File: src/rtl/conv_pass_sequencer.sv
// Drives a filter CPU through a requested number of back-to-back 5x5 convolution
// passes, chaining each pass's output size into the next and reporting the outcome.
module conv_pass_sequencer #(
  parameter int DIM_W   = 17,
  parameter int PASS_W  = 4,
  parameter int KSIZE   = 5,
  parameter int RST_CYC = 2,
  parameter int TMO_W   = 24
) (
  input  logic              clk,
  input  logic              reset,
  input  logic              start,
  input  logic [DIM_W-1:0]  img_row,
  input  logic [DIM_W-1:0]  img_column,
  input  logic [PASS_W-1:0] num_pass,
  input  logic              cpu_end,
  input  logic [DIM_W-1:0]  cpu_next_row,
  input  logic [DIM_W-1:0]  cpu_next_column,
  output logic              cpu_rst_n,
  output logic [DIM_W-1:0]  cpu_row,
  output logic [DIM_W-1:0]  cpu_column,
  output logic              busy,
  output logic              done,
  output logic              err,
  output logic [1:0]        err_code,
  output logic [PASS_W-1:0] pass_cnt,
  output logic [DIM_W-1:0]  final_row,
  output logic [DIM_W-1:0]  final_column
);

  localparam int               RC_W     = $clog2(RST_CYC + 1);
  localparam logic [DIM_W-1:0] KMIN     = DIM_W'(KSIZE);
  localparam logic [1:0]       CODE_DIM = 2'd1;
  localparam logic [1:0]       CODE_TMO = 2'd2;

  typedef enum logic [2:0] {
    S_IDLE, S_CHK, S_RST, S_ARM, S_RUN, S_DONE, S_ERR
  } state_t;

  state_t              state, state_next;
  logic [RC_W-1:0]     rst_cnt;
  logic [TMO_W-1:0]    tmo_cnt;
  logic [PASS_W-1:0]   pass_target;
  logic                cpu_rst_n_next;
  logic                capture, complete, err_load;
  logic [1:0]          err_val;
  logic                tmo_hit;

  assign tmo_hit = &tmo_cnt;

  // NOTE: sequential state uses non-blocking assignments so every register
  // samples pre-edge values regardless of block ordering.
  always_ff @(posedge clk or negedge reset) begin
    if (!reset) begin
      state     <= S_IDLE;
      cpu_rst_n <= 1'b0;
    end else begin
      state     <= state_next;
      cpu_rst_n <= cpu_rst_n_next;
    end
  end

  // NOTE: every signal written here gets a default first, so no path can
  // leave one unassigned and infer a latch.
  always_comb begin
    state_next     = state;
    cpu_rst_n_next = cpu_rst_n;
    capture        = 1'b0;
    complete       = 1'b0;
    err_load       = 1'b0;
    err_val        = 2'd0;
    case (state)
      S_IDLE: begin
        if (start) begin
          capture    = 1'b1;
          state_next = S_CHK;
        end
      end
      S_CHK: begin
        if (pass_cnt == pass_target) begin
          state_next = S_DONE;
        end else if (cpu_row < KMIN || cpu_column < KMIN) begin
          err_load       = 1'b1;
          err_val        = CODE_DIM;
          cpu_rst_n_next = 1'b0;
          state_next     = S_ERR;
        end else begin
          state_next = S_RST;
        end
      end
      S_RST: begin
        // Release lands on the same edge that moves to ARM.
        if (rst_cnt == RC_W'(RST_CYC)) begin
          cpu_rst_n_next = 1'b1;
          state_next     = S_ARM;
        end else begin
          cpu_rst_n_next = 1'b0;
        end
      end
      S_ARM: begin
        if (tmo_hit) begin
          err_load       = 1'b1;
          err_val        = CODE_TMO;
          cpu_rst_n_next = 1'b0;
          state_next     = S_ERR;
        end else if (!cpu_end) begin
          state_next = S_RUN;
        end
      end
      S_RUN: begin
        if (tmo_hit) begin
          err_load       = 1'b1;
          err_val        = CODE_TMO;
          cpu_rst_n_next = 1'b0;
          state_next     = S_ERR;
        end else if (cpu_end) begin
          complete   = 1'b1;
          state_next = S_CHK;
        end
      end
      S_DONE:  state_next = S_IDLE;
      S_ERR:   state_next = S_IDLE;
      default: state_next = S_IDLE;
    endcase
  end

  always_ff @(posedge clk or negedge reset) begin
    if (!reset) begin
      rst_cnt      <= '0;
      tmo_cnt      <= '0;
      pass_target  <= '0;
      pass_cnt     <= '0;
      cpu_row      <= '0;
      cpu_column   <= '0;
      final_row    <= '0;
      final_column <= '0;
      err_code     <= 2'd0;
    end else begin
      rst_cnt <= (state == S_RST) ? rst_cnt + 1'b1 : '0;
      tmo_cnt <= (state == S_ARM || state == S_RUN) ? tmo_cnt + 1'b1 : '0;
      if (capture) begin
        pass_target  <= num_pass;
        pass_cnt     <= '0;
        cpu_row      <= img_row;
        cpu_column   <= img_column;
        final_row    <= img_row;
        final_column <= img_column;
        err_code     <= 2'd0;
      end
      if (complete) begin
        pass_cnt     <= pass_cnt + 1'b1;
        cpu_row      <= cpu_next_row;
        cpu_column   <= cpu_next_column;
        final_row    <= cpu_next_row;
        final_column <= cpu_next_column;
      end
      if (err_load) begin
        err_code <= err_val;
      end
    end
  end

  assign busy = state inside {S_CHK, S_RST, S_ARM, S_RUN};
  assign done = (state == S_DONE);
  assign err  = (state == S_ERR);

endmodule

File: config.mk
export PLATFORM = sky130hd
export DESIGN_NAME = conv_pass_sequencer
export DESIGN_NICKNAME = d
export VERILOG_FILES = /design/src/rtl/conv_pass_sequencer.sv
export SDC_FILE = /design/constraint.sdc
export NUM_CORES = 1
export LEC_CHECK = 0
export CELL_PAD_IN_SITES_DETAIL_PLACEMENT = 1
export CELL_PAD_IN_SITES_GLOBAL_PLACEMENT = 2
export CORE_AREA = 2 2 121 123
export DETAILED_ROUTE_END_ITERATION = 12
export DIE_AREA = 0 0 123 125
export PLACE_DENSITY = 0.84
export SLEW_MARGIN = 25
export SYNTH_ARGS = -nofsm -noshare
export SYNTH_HDL_FRONTEND = slang
export SYNTH_SLANG_ARGS = --single-unit
File: constraint.sdc
create_clock -name clk -period 3.6 [get_ports clk]
set_input_delay 1.08 -clock clk [delete_from_list [all_inputs] [get_ports clk]]
set_output_delay 1.08 -clock clk [all_outputs]
set_load 0.02 [all_outputs]
### Word-level counts from Yosys, hierarchy flattened

Index checks and enable logic that the tools add are counted.

| operators by class | value |
|---|---|
| equality and inequality tests | 15 |
| muxes and demuxes | 37 |
| $add $sub $neg | 3 |
| reductions and logical operators | 11 |
| $lt $le $gt $ge | 2 |

Operators by type and width:

| kind | count |
|---|---|
| 2-to-1 mux 17 bit | 4 |
| less-than comparator 17 x 3 -> 1 bit, second input constant | 2 |
| adder 24 x 1 -> 24 bit, second input constant | 1 |
| 2-to-1 mux 24 bit | 1 |
| 2-to-1 mux 3 bit | 8 |
| AND reduction 24 bit | 1 |
| case mux 3 bit (5 select lines) | 1 |
| 2-to-1 mux 1 bit | 14 |
| equality test 3 bit, second input constant | 3 |
| 2-to-1 mux 2 bit | 4 |
| 2-to-1 mux 4 bit | 2 |
| != test 2 bit, second input constant | 4 |
| AND reduction 4 bit | 2 |
| equality test 3 x 2 -> 1 bit, second input constant | 2 |
| != test 3 bit, second input constant | 2 |
| adder 4 x 1 -> 4 bit, second input constant | 1 |
| equality test 4 bit | 1 |
| case mux 2 bit (2 select lines) | 1 |
| nonzero test 2 bit | 2 |
| nonzero test 4 bit | 1 |
| equality test 3 x 1 -> 1 bit, second input constant | 1 |
| logical NOT 3 bit | 1 |
| case mux 1 bit (3 select lines) | 1 |
| nonzero test 3 bit | 1 |
| 6 further kinds | 7 |

| storage, ports and cells | value |
|---|---|
| bits in registers | 74 |
| input port bits | 76 |
| logic and storage cells | 77 |

### Depth between registers and ports, before layout

Gate-level depths: netlist of the first run.

| depth | value |
|---|---|
| depth in word-level cells | 6 |
| depth in mapped cells | 8 |

### Least setup slack after synthesis of the first run

OpenSTA, ideal clock, no wires.

| timing path | value |
|---|---|
| path type | in2reg |
| start | input start |
| end | register pass_cnt[2] |
| path buffers | 2 |
| stages | 5 |
| arrival time | 2.230 ns |
| slack | 1.237 ns |
| library setup time | 0.133 ns |
| path through | nor4b_2 -> clkbuf_1 -> buf_1 -> mux2_4 -> mux2i_1 |

| between the ends | value |
|---|---|
| word-level cells in the longest chain between the ends | 3 |

Ends and longest elaborated chain:

| element | RTL line | RTL |
|---|---|---|
| start, declared | 12 | `input logic start,` |
| 2-to-1 mux 1 bit | 74 | `if (start) begin` |
| 2-to-1 mux 1 bit | 72 | `case (state)` |
| nonzero test 2 bit (no line) | -- |  |
| end signal, assigned | 151 | `pass_cnt <= pass_cnt + 1'b1;` |
| end, declared | 26 | `output logic [PASS_W-1:0] pass_cnt,` |

Every way passes these cells.
A chain may end at the register's enable or synchronous reset.

### Worst setup path after layout of the first run

| timing path | value |
|---|---|
| start | register state[1] |
| end | output busy |

| between the ends | value |
|---|---|
| word-level cells in the longest chain between the ends | 2 |

Ends and longest elaborated chain:

| element | RTL line | RTL |
|---|---|---|
| start, declared | 40 | `state_t state, state_next;` |
| start signal, assigned | 58 | `state <= state_next;` |
| equality test 3 x 1 -> 1 bit (tied with other cells) | 163 | `assign busy = state inside {S_CHK, S_RST, S_ARM, S_RUN};` |
| nonzero test 4 bit * | 163 |  |
| end, declared | 22 | `output logic busy,` |

Every way passes the cells marked *; elsewhere a longest branch is shown, timed or not.

==> metrics.md, run 1 <==
| Metric | Value |
|---|---|
| Outcome | complete, no violations |
| Setup TNS | 0 ps |
| Most frequent cell after synthesis | dfrtp_1 |
| Commonest cells in the netlist | dfrtp_1 (74), a22o_1 (35), nor2_1 (35) |
| Tot Pwr | 4.40 mW |
| Die area | 15400 µm² |
| Final core occ | 39.1% |
| Final worst-path cycle share | 85.6% |
| Area grow syn2layout | 44.8% |
| Hold crit path type | reg -> reg |
| Met2 GRT Util | 25.3% |
| PwrDens | 791 nW/µm² |
| Worst slew pin tran | 954 ps |
| Footprint of the multi-input gates | 1640 µm² |
| Leakage | 2.46 nW |
| RePlAce Congestion | 0.742 |
| Gr ovfl total | 0 |
| Detailed Route Iter0 Violations | 137 |
| Final hold viol count | 0 |
| Die height | 125 µm |
| Setup CP Type | reg -> out |
| Drt drc | 0 |
| Hold-fix buffers, CTS | 0 |
| Maximum vdd ir drop | 0.208 mV |
| Final Max Tran Viols | 0 |
| Req. time, crit path | 2520 ps |
| Rows | 44 |
| Grt met1 use | 18.4% |
| Largest net degree at the start of global routing | 75 |
| TritonCTS Buffers | 9 |
| Clk Latency, worst-skew pair | 330 ps |
| Post-CTS Setup Repair Bufs | 0 |
| Initial Util | 27.0% |
| F_max | 324 MHz |
| Ys flop type | dfrtp_1 |
| Post-route minimum period | 3080 ps |
| Post-synthesis cell type count | 47 |
| WL/cell | 16.7 µm |
| CTS tree | yes |
| Mapped cell area | 3840 µm² |
| Fin nets | 565 |
| Async set-or-reset flop fraction in the synthesized netlist | 100% |
| Post-synth EDFFs | 0 |
| Comb power frac | 49.7% |
| Via-to-Cell Ratio | 4.87 |
| H-tree depth | 3 |
| Synth top area cells | dfrtp_1 (48%), a22o_1 (8.0%), a21o_1 (6.6%) |
| Antenna Cells | 0 |
| Syn_nets | 448 |
| Global Route Usage Sum | 14.8% |
| Register bit total from synthesis | 74 |
| Psw | 1.73 mW |
| Yosys synthesis warning count | 0 |
| Detailed placement HPWL | 8.31 mm |
| Chip width | 123 µm |
| Max-capacitance violation count | 0 |
| Initial antenna violation count | 0 |
| Fill count | 1580 |
| Area leader, netlist | dfrtp_1 |
| Via count | 3278 |
| Syn_area_per_cell | 10.4 µm² |
| Seq pwr share | 32.1% |
| Worst setup SP type | flop |
| Detail Route Antenna Nets | 0 |
| Seq/Total Area, Yosys | 48.2% |
| Clock transition at the registers of the reported paths | 60 ps |
| Critical Path End Type | output pin |
| CTS Buffer Depth | 2 |
| CTS resizes | 0 |
| First-pass GRT wire length | 18.0 mm |
| Mapped Cells | 369 |
| Worst Path Max Fanout | 13 |
| CTS Root Buffer Type | clkbuf_16 |
| CP arrival | 2000 ps |
| FF+latch area | 1850 µm² |
| Grt met3 use | 3.19% |
| Clock power frac | 18.2% |
| Sw frac | 39.4% |
| Buffers added on ports | 153 |
| Int Power | 2.67 mW |
| Relative slew margins | 35.8% |
| Vias in the first global route | 3378 |
| Drt total wl | 11.2 mm |
| RSZ-0062 raised after global routing | false |
| Core ar. | 14200 µm² |
| Most used routing layer | met2 |
| Top Ports | 154 |
| Sink Count | 74 |
| Clock skew | 7.65 ps |
| Ratio of cells with drive above 1 in the final layout | 5.11% |
| Synth top area share | 48.2% |
| TritonRoute pass-1 iters | 4 |
| Setup violators final | 0 |
==> cell type report <==
type,count,area share [%]
well taps,184,4.14
clock inverters,3,0.315
multi-input cells,240,29.5
clock buffers,11,4.37
flip-flops and latches,74,33.3
inverters,4,0.270
repair buffers,157,28.1
==> kinds of logic after synthesis <==
group / Yosys count / synth area share, %
mux: 4 / 1.21
buf+inv: 55 / 9.29
compound gates: 85 / 18.1
xor+xnor: 28 / 6.39
fa+ha+maj: 3 / 0.978
flops: 74 / 48.2
simple gates: 120 / 15.9
==> power groups by stage <==
stage                     combinational, mW  clock [mW]  sequential [mW]
after detailed placement               2.21           0             1.43
after CTS                              2.22       0.821             1.42
after global routing                   2.36       0.862             1.45
after global placement                 2.18           0             1.42
final                                  2.19       0.802             1.41
after floorplan                        1.19           0             1.56
==> worst paths after layout <==
| check | from | end | slack, ps | cells after the start |
|---|---|---|---|---|
| worst max register to register | tmo_cnt[0] | pass_cnt[0] | 880 | 7 |
| min in group asynchronous | reset | tmo_cnt[21] | 760 | 1 |
| worst min-delay path | rst_cnt[0] | rst_cnt[0] | 430 | 1 |
| worst max-delay path | state[1] | busy | 520 | 3 |
| worst min register to register | rst_cnt[0] | rst_cnt[0] | 430 | 1 |
| max in group asynchronous | reset | final_column[9] | 2360 | 1 |
==> layer usage <==
| metal | wire [µm] | share of wire [%] |
|---|---|---|
| met5 | 0 | 0 |
| met4 | 189 | 1.7 |
| met3 | 805 | 7.2 |
| met2 | 5510 | 49 |
| met1 | 4740 | 42 |
==> through the flow <==
step | std cells | setup slack (ps) | instance area [µm²] | hold WS (ps)
finish | 673 | 518 | 5560 | 425
global route | 673 | 355 | 5560 | 458
CTS | 673 | 494 | 5560 | 427
detailed placement | 659 | 585 | 5300 | 420
global placement | 659 | 622 | 5300 | 412
floorplan | 369 | 1240 | 3840 | 402
==> critical path, stage by stage (launching register included) <==
cell,delay (ps)
dfrtp_1,530
nor2_1,340
xnor2_1,160
clkdlybuf4s50_1,640
==> registers in the layout (all words and copies together), names as in the netlist <==
register / count
cpu_rst_n: 1
state: 3
pass_cnt: 4
rst_cnt: 2
tmo_cnt: 24
pass_target: 4
final_row: 17
err_code: 2
final_column: 17
==> cells in the final DEF, fill, tap and decap left out, types with 3 or more instances in the layout <==
master | synthesis | final
a21o_1 | 34 | 34
a22o_1 | 35 | 35
and2_1 | 4 | 4
and3_1 | 3 | 3
and4_1 | 5 | 5
buf_4 | 34 | 4
clkbuf_16 | 0 | 9
clkdlybuf4s50_1 | 0 | 152
dfrtp_1 | 74 | 74
ha_1 | 3 | 3
inv_1 | 4 | 4
nand2_1 | 28 | 28
nand3_1 | 13 | 13
nand4_1 | 8 | 8
nor2_1 | 35 | 35
nor4_1 | 8 | 8
o21ai_1 | 3 | 3
xnor2_1 | 8 | 8
xor2_1 | 20 | 20
Note: power is estimated with default switching activity, not from simulation.
==> run 2, diff against run 1 <==
CTS_CLUSTER_DIAMETER = 80   (was not set)
==> results of run 2 <==
No change in the layout: final DEF, timing and power equal those of run 1.
==> run 3, diff against run 2 <==
CORE_AREA = 2 2 101 103   (was 2 2 121 123)
DIE_AREA = 0 0 103 105   (was 0 0 123 125)
DONT_BUFFER_PORTS = 1   (was not set)
MAX_ROUTING_LAYER = met4   (was not set)
PLACE_DENSITY = 0.83   (was 0.84)
==> run 3 against run 2 <==
Worst setup slack gained 380 ps. Fmax rose by 14%. Sequential share of layout area up 14 points. Routed wire length down 15%. Clock power fell by 17%. Utilization rose by 1.5 points. Largest power group is now sequential cells.
==> metrics.md, run 3 (synthesis gave the netlist of run 1 again) <==
| Metric | Value |
|---|---|
| Commonest non-fill, non-tap cell in the layout | dfrtp_1 (was clkdlybuf4s50_1) |
| Number of flip-flops in the largest register | 24 (unchanged) |
| CTS tree | yes (unchanged) |
| Max-capacitance violation count | 0 (unchanged) |
| Fill count | 1078 (was 1580) |
| PwrDens | 869 nW/µm² (was 791 nW/µm²) |
| Detailed placement HPWL | 6.78 mm (was 8.31 mm) |
| Hold crit path type | in -> async (was reg -> reg) |
| Final core occ | 40.6% (was 39.1%) |
| Buffers added on ports | 0 (was 153) |
| Worst Path Max Fanout | 13 (unchanged) |
| Core ar. | 9640 µm² (was 14200 µm²) |
| Setup TNS | 0 ps (unchanged) |
| Met2 GRT Util | 31.7% (was 25.3%) |
| CP arrival | 1620 ps (was 2000 ps) |
| Sink Count | 74 (unchanged) |
| CTS Root Buffer Type | clkbuf_8 (was clkbuf_16) |
| Top Registers | tmo_cnt x24, final_column x17, final_row x17 (unchanged) |
| Most frequent cells in the layout | dfrtp_1 (74), nor2_1 (35), a22o_1 (35), a21o_1 (34), nand2_1 (28) (was clkdlybuf4s50_1 (152), dfrtp_1 (74), nor2_1 (35), a22o_1 (35), a21o_1 (34)) |
| Die area | 10800 µm² (was 15400 µm²) |
| Vias in the first global route | 2860 (was 3378) |
| Initial Util | 39.8% (was 27.0%) |
| TritonCTS Buffers | 9 (unchanged) |
| Relative slew margins | 53.1% (was 35.8%) |
| RSZ-0062 raised after global routing | false (unchanged) |
| CTS Buffer Depth | 2 (unchanged) |
| Grt met1 use | 20.2% (was 18.4%) |
| Worst setup SP type | flop (unchanged) |
| Post-CTS Setup Repair Bufs | 0 (unchanged) |
| Setup WS post-layout | 899 ps (was 518 ps) |
| R2R cell count | 7 (unchanged) |
| Tot Pwr | 3.41 mW (was 4.40 mW) |
| Area grow syn2layout | 2.02% (was 44.8%) |
| Initial antenna violation count | 0 (unchanged) |
| Via-to-Cell Ratio | 5.61 (was 4.87) |
| Global Route Usage Sum | 18.3% (was 14.8%) |
| Setup CP Type | reg -> out (unchanged) |
| Top Ports | 154 (unchanged) |
| Finished Layout Cells | 471 (was 673) |
| Ratio of cells with drive above 1 in the final layout | 7.99% (was 5.11%) |
| Chip width | 103 µm (was 123 µm) |
| Outcome | complete, no violations (unchanged) |
| Req. time, crit path | 2520 ps (about the same) |
| CTS resizes | 0 (unchanged) |
| Hold-fix buffers, CTS | 0 (unchanged) |
| Clock transition at the registers of the reported paths | 80 ps (was 60 ps) |
| Most used routing layer | met2 (unchanged) |
| WL/cell | 20.3 µm (was 16.7 µm) |
| Rows | 36 (was 44) |
| Largest net degree at the start of global routing | 75 (unchanged) |
| Final Max Tran Viols | 0 (unchanged) |
| Drt total wl | 9.56 mm (was 11.2 mm) |
| RePlAce Congestion | 0.730 (was 0.742) |
| H-tree depth | 3 (unchanged) |
| Critical Path End Type | output pin (unchanged) |
| Detail Route Antenna Nets | 0 (unchanged) |
| Worst slew pin tran | 696 ps (was 954 ps) |
| Setup violators final | 0 (unchanged) |
| Antenna Cells | 0 (unchanged) |
| Leakage | 1.85 nW (was 2.46 nW) |
| Worst reg-to-reg setup slack | 980 ps (was 880 ps) |
| Gr ovfl total | 0 (unchanged) |
| DP Cell Count | 455 (was 659) |
| Drt drc | 0 (unchanged) |
| Final worst-path cycle share | 75.0% (was 85.6%) |
| RR Startpoint | tmo_cnt[0] (unchanged) |
| Grt met3 use | 4.41% (was 3.19%) |
| Detailed Route Iter0 Violations | 107 (was 137) |
| Post-Place Setup Slack | 954 ps (was 585 ps) |
| Final hold viol count | 0 (unchanged) |
| Clk Latency, worst-skew pair | 350 ps (was 330 ps) |
| Post-route minimum period | 2700 ps (was 3080 ps) |
| TritonRoute pass-1 iters | 4 (unchanged) |
| Clock skew | 14.5 ps (was 7.65 ps) |
| R2R Path End | pass_cnt[2] (was pass_cnt[0]) |
| F_max | 370 MHz (was 324 MHz) |
| First-pass GRT wire length | 14.8 mm (was 18.0 mm) |
| Die height | 105 µm (was 125 µm) |
| Via count | 2640 (was 3278) |
| Maximum vdd ir drop | 0.259 mV (was 0.208 mV) |
| Fin nets | 412 (was 565) |
| Largest register by flop count | tmo_cnt (unchanged) |
[run 3: changes by cell type in the layout (fill, tap and decap cells not counted)]
| cell | previous run | this run |
|---|---|---|
| bufinv_16 | 0 | 1 |
| clkdlybuf4s50_1 | 152 | 0 |
| clkinv_4 | 0 | 3 |
| inv_6 | 0 | 1 |
| clkbuf_8 | 1 | 9 |
| buf_12 | 0 | 1 |
| clkbuf_16 | 9 | 0 |
| clkinv_2 | 2 | 1 |
| clkbuf_1 | 1 | 0 |
| buf_6 | 1 | 0 |
| buf_4 | 4 | 3 |
[run 3: stage by stage]
step / cell area (µm²) / hold slack (ps)
2_1_floorplan: 3840 / 402
3_3_place_gp: 3720 / 412
3_5_place_dp: 3720 / 433
4_1_cts: 3920 / 391
5_1_grt: 3920 / 386
6_report: 3920 / 417
[run 3: how the worst max path moves through the flow]
stage	startpoint	to	slack (ps)	depth (start not counted)
2_1_floorplan	start	pass_cnt[2]	1240	5
3_3_place_gp	tmo_cnt[0]	pass_cnt[2]	1080	7
3_5_place_dp	tmo_cnt[0]	pass_cnt[2]	950	7
4_1_cts	state[1]	busy	860	2
5_1_grt	state[1]	busy	800	2
6_report	state[1]	busy	900	2
[run 3: layout make-up]
type / count / area, µm² / share of cell area, %
clock buffer: 9 / 124 / 3.16
clock inverter: 7 / 77.6 / 1.98
inverter: 4 / 15.0 / 0.383
multi-input combinational: 240 / 1640 / 41.9
sequential: 74 / 1850 / 47.3
tap: 133 / 166 / 4.25
timing repair buffer: 4 / 42.5 / 1.09
[run 3: metal layers]
layer  up-vias  share of wire, %
met3        10               6.8
li1       1209                 -
met1      1332                42
met2        89                50
met5         -                 0
met4         0               1.2
[run 3: power breakdown]
part	leakage (nW)	switching (mW)	total, mW	internal (mW)
Combinational	0.781	0.427	0.817	0.390
Clock	0.0998	0.342	0.667	0.325
Sequential	0.964	0.849	1.92	1.07
[run 3: worst max-delay path: stages (launching register included)]
cell and delay [ps]:
dfrtp_1 620, nor2_1 180, xnor2_1 470
